[config.mk]
export PLATFORM = sky130hd
export DESIGN_NAME = agc_timepulse_ctrl
export DESIGN_NICKNAME = d
export VERILOG_FILES = /design/src/rtl/agc_timepulse_ctrl.sv
export SDC_FILE = /design/constraint.sdc
export NUM_CORES = 1
export LEC_CHECK = 0
export CAP_MARGIN = 15
export CORE_MARGIN = 1
export CORE_UTILIZATION = 44
export CTS_CLUSTER_SIZE = 8
export DETAILED_ROUTE_END_ITERATION = 10
export PLACE_DENSITY = 0.8
export SYNTH_ARGS = -nofsm -noshare
export SYNTH_HDL_FRONTEND = slang
export SYNTH_SLANG_ARGS = --single-unit
[constraint.sdc]
create_clock -name clk -period 1.3 [get_ports clk]
set_input_delay 0.195 -clock clk [delete_from_list [all_inputs] [get_ports clk]]
set_output_delay 0.195 -clock clk [all_outputs]
set_load 0.05 [all_outputs]
[src/rtl/agc_timepulse_ctrl.sv]
// AGC timepulse sequencer: one-hot T01..T(NUM_TP) train split into PHASES
// clocks each, memory-cycle (MCT) counting, single-MCT step/halt handshake
// and GOJAM restart.
module agc_timepulse_ctrl #(
  parameter int unsigned NUM_TP = 12,
  parameter int unsigned PHASES = 2,
  parameter int unsigned CW     = 16
) (
  input  logic              clk,
  input  logic              rst,
  input  logic              run,
  input  logic              step_mode,
  input  logic              step_req,
  input  logic              gojam,
  output logic [NUM_TP-1:0] tp,
  output logic              ph1,
  output logic              ph2,
  output logic              mct_end,
  output logic              halted,
  output logic              gojam_cycle,
  output logic [CW-1:0]     mct_count
);

  localparam int unsigned       PW       = (PHASES > 1) ? $clog2(PHASES) : 1;
  localparam logic [PW-1:0]     PH_LAST  = PW'(PHASES - 1);
  localparam logic [NUM_TP-1:0] TP_FIRST = NUM_TP'(1);

  localparam logic [1:0] S_IDLE = 2'd0;
  localparam logic [1:0] S_RUN  = 2'd1;
  localparam logic [1:0] S_HALT = 2'd2;

  logic [1:0]    state;
  logic [PW-1:0] phase;
  logic          running;
  logic          phase_last;
  logic          restart;
  logic          mct_done;

  // Decoded status, purely from registered state
  always_comb begin
    running    = (state == S_RUN);
    phase_last = (phase == PH_LAST);
    ph1        = running & (phase == '0);
    ph2        = running & phase_last;
    mct_end    = tp[NUM_TP-1] & phase_last;
    halted     = (state == S_HALT);
    // GOJAM only acts once the sequencer has been started
    restart    = gojam & (state != S_IDLE);
    // tp is nonzero only in RUN, so mct_end already implies RUN
    mct_done   = mct_end & ~gojam;
  end

  // Sequencer FSM: state, timepulse shift register and phase counter
  always_ff @(posedge clk or posedge rst) begin
    if (rst) begin
      state <= S_IDLE;
      tp    <= '0;
      phase <= '0;
    end else if (restart) begin
      state <= S_RUN;
      tp    <= TP_FIRST;
      phase <= '0;
    end else begin
      case (state)
        S_IDLE: begin
          if (run) begin
            state <= S_RUN;
            tp    <= TP_FIRST;
            phase <= '0;
          end
        end
        S_RUN: begin
          if (!phase_last) begin
            phase <= phase + PW'(1);
          end else begin
            phase <= '0;
            if (!tp[NUM_TP-1]) begin
              tp <= tp << 1;
            end else if (!run) begin
              state <= S_IDLE;
              tp    <= '0;
            end else if (step_mode) begin
              state <= S_HALT;
              tp    <= '0;
            end else begin
              tp <= TP_FIRST;
            end
          end
        end
        S_HALT: begin
          if (!run) begin
            state <= S_IDLE;
          end else if (step_req) begin
            state <= S_RUN;
            tp    <= TP_FIRST;
            phase <= '0;
          end
        end
        default: begin
          state <= S_IDLE;
          tp    <= '0;
          phase <= '0;
        end
      endcase
    end
  end

  // MCT counter and GOJAM-origin flag; an aborted MCT is never counted
  always_ff @(posedge clk or posedge rst) begin
    if (rst) begin
      mct_count   <= '0;
      gojam_cycle <= 1'b0;
    end else if (restart) begin
      gojam_cycle <= 1'b1;
    end else if (mct_done) begin
      mct_count   <= mct_count + CW'(1);
      gojam_cycle <= 1'b0;
    end
  end

endmodule

; ---- Yosys cells after proc, flatten, opt, wreduce, memory -nomap -nowiden
; Cells that the tools add are included.
[totals]
regBits = 32
inputBits = 6
word_cells = 57
[classes]
n_addsub = 2
eq_ne = 9
muxes = 26
bitwise_logic = 8
n_reduce_logical = 7
[op_table]
columns = cell, count
row1 = 12-bit 2-to-1 mux, 6
row2 = 12-bit one-hot mux with 3 select lines, 1
row3 = 16-bit by 1-bit adder with 16-bit output (second input constant), 1
row4 = 2-bit 2-to-1 mux, 8
row5 = 3-bit by 2-bit inequality test with 1-bit output (second input constant), 4
row6 = 1-bit 2-to-1 mux, 9
row7 = 4-bit by 3-bit inequality test with 1-bit output (second input constant), 2
row8 = 2-bit one-hot mux with 3 select lines, 1
row9 = 1-bit AND, 5
row10 = 5-bit AND reduction, 1
row11 = 4-bit AND reduction, 1
row12 = 2-bit nonzero test, 2
row13 = 3-bit inequality test (second input constant), 1
row14 = 1-bit NOT, 3
row15 = 1-bit one-hot mux with 3 select lines, 1
row16 = 3-bit AND reduction, 1
row17 = 2-bit by 1-bit == test with 1-bit output (second input constant), 1
row18 = 2-bit == test (second input constant), 1
row19 = 2-bit zero test, 1
row20 = 2-bit AND reduction, 1
row21 = 1-bit adder (second input constant), 1

; ---- Depth between registers and ports, before layout
[logic_depth]
depth_word = 6
ltp_mapped = 6

; ---- Worst setup path before layout
; Ideal clock, no wire load.
[synth_timing]
path_type = register -> register
from = reg state[0]
to = reg state[1]
setup_time_ns = 0.088
t_arrival_ns = 1.578
slack_ns = -0.366
stages_incl_launch_ff = 5
n_path_buf = 1
period_less_slack_ns = 1.666
path_cell_list = dfrtp_1 -> buf_2 -> nor2b_1 -> a21oi_1 -> nor3b_1
[synth_via]
elab_cells_between_ends = 13
cone_classes = 7 x eq/ne / 2 x mux / 1 x bitwise / 3 x reduce/logical
[synth_rtl]
columns = element, line
row1 = start: declaration, 32  ; logic [1:0] state;
row2 = start signal: assignment, 56  ; state <= S_IDLE;
row3 = start signal: assignment, 60  ; state <= S_RUN;
row4 = start signal: assignment, 67  ; state <= S_RUN;
row5 = 2-bit == test *, -
row6 = via halted, 19  ; output logic halted,
row7 = 4-bit by 3-bit inequality test with 1-bit output (no source line) or 2-bit one-hot mux with 3 select lines (tied branches), -
row8 = 5-bit AND reduction (no source line) or 2-bit 2-to-1 mux (tied branches), -
; The timed path passes the listed nets; every way through them passes the cells marked *.
; A chain may end at the register's enable or synchronous reset.

; ---- Worst setup path in the final report
[layout_timing]
from = reg phase
to = reg tp[8]
[layout_via]
elab_chain_cells = 2
[layout_rtl]
columns = element, line
row1 = start: declaration, 33  ; logic [PW-1:0] phase;
row2 = start signal: assignment, 74  ; phase <= phase + PW'(1);
row3 = 3-bit by 2-bit inequality test with 1-bit output (no source line), -
row4 = 4-bit AND reduction (no source line), -
row5 = end signal: assignment, 78  ; tp <= tp << 1;
row6 = end: declaration, 15  ; output logic [NUM_TP-1:0] tp,
; Every way passes these cells.

==> flow_results.xml <==
<?xml version="1.0" encoding="UTF-8"?>
<metrics>
  <group name="critical_path">
    <metric name="required" unit="ps">1530</metric>
    <metric name="critical_path.startpoint" unit="">phase$_DFFE_PP0P_</metric>
    <metric name="start_kind" unit="">flip-flop</metric>
    <metric name="timing_worst_setup_path_type" unit="">reg2reg</metric>
    <metric name="crit_buf_inv" unit="">2</metric>
    <metric name="setup.reg_to_reg.worst_slack" unit="ps">-230</metric>
    <metric name="critical_path.slowest_cell" unit="">dfrtp_1</metric>
    <metric name="cp-end-kind" unit="">flip-flop</metric>
    <metric name="regToRegEndpoint" unit="">tp[8]$_DFFE_PP0P_</metric>
    <metric name="worst_reg_to_reg_cells" unit="">6</metric>
    <metric name="timing.critical_path.to" unit="">tp[8]$_DFFE_PP0P_</metric>
    <metric name="crit_path_cell_trace" unit="">buf_6, nor3b_4, nor2_2, o21ba_4, buf_12, mux2i_4</metric>
    <metric name="wp_depth" unit="">6</metric>
    <metric name="family_with_the_most_delay_on_the_worst_path" unit="">flip-flops</metric>
    <metric name="cp_slowest_stage_delay" unit="ps">440</metric>
    <metric name="critical_path.max_fanout" unit="">11</metric>
    <metric name="reg2reg_from" unit="">phase$_DFFE_PP0P_</metric>
    <metric name="critical_path_arrival" unit="ps">1760</metric>
  </group>
  <group name="synthesis">
    <metric name="post_synth.cell_area_avg" unit="um^2">10.7</metric>
    <metric name="synth_cells" unit="">147</metric>
    <metric name="syn_area" unit="um^2">1570</metric>
    <metric name="mappedNetlistNets" unit="">154</metric>
    <metric name="synth.top_cell.area_share" unit="">0.510</metric>
    <metric name="synthDominantAreaCellType" unit="">dfrtp_1</metric>
    <metric name="synth_compound_gate_area_share" unit="">0.0446</metric>
    <metric name="post_synth_xor_area_fraction" unit="">0.0836</metric>
    <metric name="share_of_synthesized_area_occupied_by_flip_flops_and_latches" unit="">0.510</metric>
    <metric name="yosys.area_share.simple" unit="">0.204</metric>
    <metric name="yosysWarningCount" unit="">0</metric>
    <metric name="ys_ff_latch" unit="">32</metric>
    <metric name="post_synth_fa_ha_maj_area_fraction" unit="">0.00796</metric>
    <metric name="largest_family_of_logic_cells_by_synthesized_area" unit="">simple AND/OR/NAND/NOR gates</metric>
    <metric name="muxShareOfSynthArea" unit="">0.0844</metric>
    <metric name="synthTopCellsByArea" unit="">dfrtp_1 51%, mux2i_1 7.0%, nand2_1 4.8%, xnor2_1 4.5%, xor2_1 3.9%</metric>
    <metric name="synth.distinct_cells" unit="">35</metric>
  </group>
  <group name="floorplan">
    <metric name="full_die_area" unit="um^2">3810</metric>
    <metric name="initial_core_util" unit="">0.464</metric>
    <metric name="row_count" unit="">21</metric>
    <metric name="core_region_area" unit="um^2">3390</metric>
    <metric name="die_x" unit="um">61.8</metric>
    <metric name="floorplan.io_pins" unit="">39</metric>
    <metric name="die_y" unit="um">61.8</metric>
  </group>
  <group name="timing">
    <metric name="postLayoutSetupSlackWorst" unit="ps">-232</metric>
    <metric name="final_hold_viol_count" unit="">0</metric>
    <metric name="worstMarginPinSlew" unit="ps">276</metric>
    <metric name="clock.fmax" unit="MHz">653</metric>
    <metric name="grt_setup_unrepaired" unit="">true</metric>
    <metric name="fin_max_slew_vios" unit="">0</metric>
    <metric name="setup_violations" unit="">20</metric>
    <metric name="clock_skew" unit="ps">12.6</metric>
    <metric name="slew-limit-headroom" unit="">0.816</metric>
    <metric name="finalCritPeriodShare" unit="">1.18</metric>
    <metric name="fin_crit" unit="ps">1530</metric>
  </group>
  <group name="final_layout">
    <metric name="share_of_layout_cells_above_drive_strength_1" unit="">0.542</metric>
    <metric name="final_cell_mix" unit="">35 x buf_12, 27 x buf_4, 19 x dfrtp_1, 17 x nand2_1, 14 x inv_1</metric>
    <metric name="final_design_area_no_fill" unit="um^2">2850</metric>
    <metric name="layout.filler_cells" unit="">151</metric>
    <metric name="utilization" unit="">0.840</metric>
    <metric name="final_common_cell" unit="">buf_12</metric>
    <metric name="antenna-diode-count" unit="">0</metric>
    <metric name="syn2layout_area_growth" unit="%">81.1</metric>
    <metric name="final_net_count" unit="">231</metric>
  </group>
  <group name="place">
    <metric name="numPortBuffers" unit="">38</metric>
    <metric name="place.detailed.hpwl" unit="um">2790</metric>
    <metric name="placed_area" unit="um^2">2540</metric>
    <metric name="gp_congestion" unit="">0.809</metric>
  </group>
  <group name="global_route">
    <metric name="grt_first_pass_wirelength" unit="um">6210</metric>
    <metric name="initial_antenna_violation_count" unit="">0</metric>
    <metric name="overflow" unit="">0</metric>
    <metric name="grt_pass1_vias" unit="">1378</metric>
    <metric name="maximum_number_of_pins_on_one_net_before_global_route_repair" unit="">33</metric>
    <metric name="globalRouteTotalUtil" unit="">0.233</metric>
  </group>
  <group name="routing">
    <metric name="route.detailed.wl_per_inst" unit="um">15.9</metric>
    <metric name="drtAntennaViolNets" unit="">0</metric>
    <metric name="first_iter_violations" unit="">28</metric>
    <metric name="detailed_route_vias_per_instance" unit="">5.05</metric>
    <metric name="vias" unit="">1368</metric>
    <metric name="drt-pass1-iter-count" unit="">4</metric>
    <metric name="routed_wl" unit="um">4300</metric>
    <metric name="route.detailed.drc" unit="">0</metric>
  </group>
  <group name="outcome">
    <metric name="status" unit="">finished with violations</metric>
    <metric name="failed_checks" unit="">negative setup slack</metric>
  </group>
  <group name="power_and_ir_drop">
    <metric name="share_comb_of_total_power" unit="">0.203</metric>
    <metric name="power.share.clock" unit="">0.277</metric>
    <metric name="switchingPower" unit="mW">0.592</metric>
    <metric name="pwr_density_cell" unit="nW/um^2">711</metric>
    <metric name="part_of_the_total_power_dissipated_in_sequential_elements" unit="">0.520</metric>
    <metric name="vdd_drop_max" unit="V">0.000672</metric>
    <metric name="power.leakage" unit="nW">1.32</metric>
    <metric name="swShare" unit="">0.292</metric>
    <metric name="cell_internal_pwr" unit="mW">1.43</metric>
  </group>
  <group name="cts">
    <metric name="ctsHtreeMaxLevel" unit="">2</metric>
    <metric name="cts_tree" unit="">yes</metric>
    <metric name="cts.sinks" unit="">32</metric>
    <metric name="numCtsBuffers" unit="">5</metric>
    <metric name="clockRootBuffer" unit="">clkbuf_4</metric>
    <metric name="clock_pin_slew_on_the_worst_setup_and_hold_paths" unit="ps">110</metric>
    <metric name="ctsLongestPathBuffers" unit="">2</metric>
    <metric name="ctsHoldBuffers" unit="">0</metric>
    <metric name="clkLatencyLatePin" unit="ps">350</metric>
  </group>
  <group name="flow_run">
    <metric name="drv_cap" unit="">0</metric>
  </group>
  <group name="worst_hold_path">
    <metric name="worst_hold_path_type" unit="">in2async</metric>
  </group>
</metrics>
## per-layer routing
| metal | vias to the layer above | GRT usage | wire, um |
|---|---|---|---|
| met5 | - | 0 | 0 |
| met4 | 0 | 0.121 | 185 |
| met3 | 19 | 0.0642 | 172 |
| met2 | 45 | 0.404 | 2320 |
| met1 | 663 | 0.264 | 1620 |
| li1 | 641 | - | - |
## state kept, by name, indices dropped and copies added (netlist names)
signal,count
mct_count,16
tp,12
phase,1
gojam_cycle,1
state,2
## Yosys cell counts
library cell / instances
nand3b_1: 1
mux2_1: 1
nor3_2: 2
a22oi_1: 1
nand2b_1: 1
mux2_2: 1
a211oi_2: 1
inv_1: 16
xnor2_1: 8
and3_2: 1
xor2_1: 7
o21ba_4: 1
ha_1: 1
nor2_1: 8
mux2i_1: 11
nand2b_4: 1
nor2b_1: 1
and3b_1: 2
dfrtp_1: 32
o21ai_0: 2
o221ai_1: 1
nand3_1: 3
a21oi_1: 3
and4_4: 1
and3_1: 1
nand2_1: 20
or4b_1: 1
buf_6: 3
nor3b_1: 2
buf_2: 2
nor3_1: 4
nand4_2: 1
nand4_1: 3
and4_1: 2
nand3_2: 1
## power by group through the flow
stage / clock network (mW) / logic (mW) / registers, mW
floorplan: 0 / 0.0990 / 1.14
finish: 0.560 / 0.412 / 1.05
detailed placement: 0 / 0.369 / 1.07
CTS: 0.560 / 0.386 / 1.05
global route: 0.624 / 0.431 / 1.05
global placement: 0 / 0.359 / 1.07
## final cells by class
class | count | area (um^2) | share of cell area
multi-input combinational | 94 | 816 | 0.287
timing repair buffer | 75 | 1040 | 0.367
clock inverter | 1 | 5.00 | 0.00176
inverter | 16 | 62.6 | 0.0220
tap | 46 | 57.6 | 0.0202
sequential | 32 | 817 | 0.287
clock buffer | 7 | 45.0 | 0.0158
## logic make-up after synthesis
logic type / Yosys count
buffers and inverters: 21
xor gates and xnor gates: 15
AOI/OAI and AO/OA: 9
and+or+nand+nor: 56
DFF: 32
adders and majority gates: 1
muxes: 13
## worst min-delay path by stage
stage | end | cells after the start | from | slack [ps]
after CTS | mct_count[15]$_DFFE_PP0P_ | 3 | rst | 170
after global placement | mct_count[15]$_DFFE_PP0P_ | 1 | mct_count[15]$_DFFE_PP0P_ | 520
after floorplan | state[1]$_DFFE_PP0P_ | 1 | gojam | 270
final | mct_count[15]$_DFFE_PP0P_ | 3 | rst | 160
after detailed placement | mct_count[15]$_DFFE_PP0P_ | 1 | mct_count[15]$_DFFE_PP0P_ | 530
after global routing | mct_count[15]$_DFFE_PP0P_ | 3 | rst | 190
## worst reg2reg max path, cell delays in order, from the launching register on
cell and delay [ps]:
dfrtp_1 440, buf_6 150, nor3b_4 210, nor2_2 70, o21ba_4 210, buf_12 150, mux2i_4 180
## per-stage QoR
step,hold slack (ps),power [mW],TNS [ps],instances,worst slack [ps]
after detailed placement,531,1.44,-8720,250,-404
after global routing,189,2.11,-4410,271,-275
final,162,2.02,-2910,271,-232
after floorplan,265,1.24,-1550,147,-196
after global placement,518,1.43,-7150,250,-349
after CTS,169,1.99,-2090,262,-173
## what timing repair did
action	CTS	global route
buffers inserted	4	9
setup endpoints to repair	21	27
hold endpoints to repair	0	0
pin swaps	6	13
resized for setup	14	25
gates cloned	0	0
(Power assumes the default switching activity.)
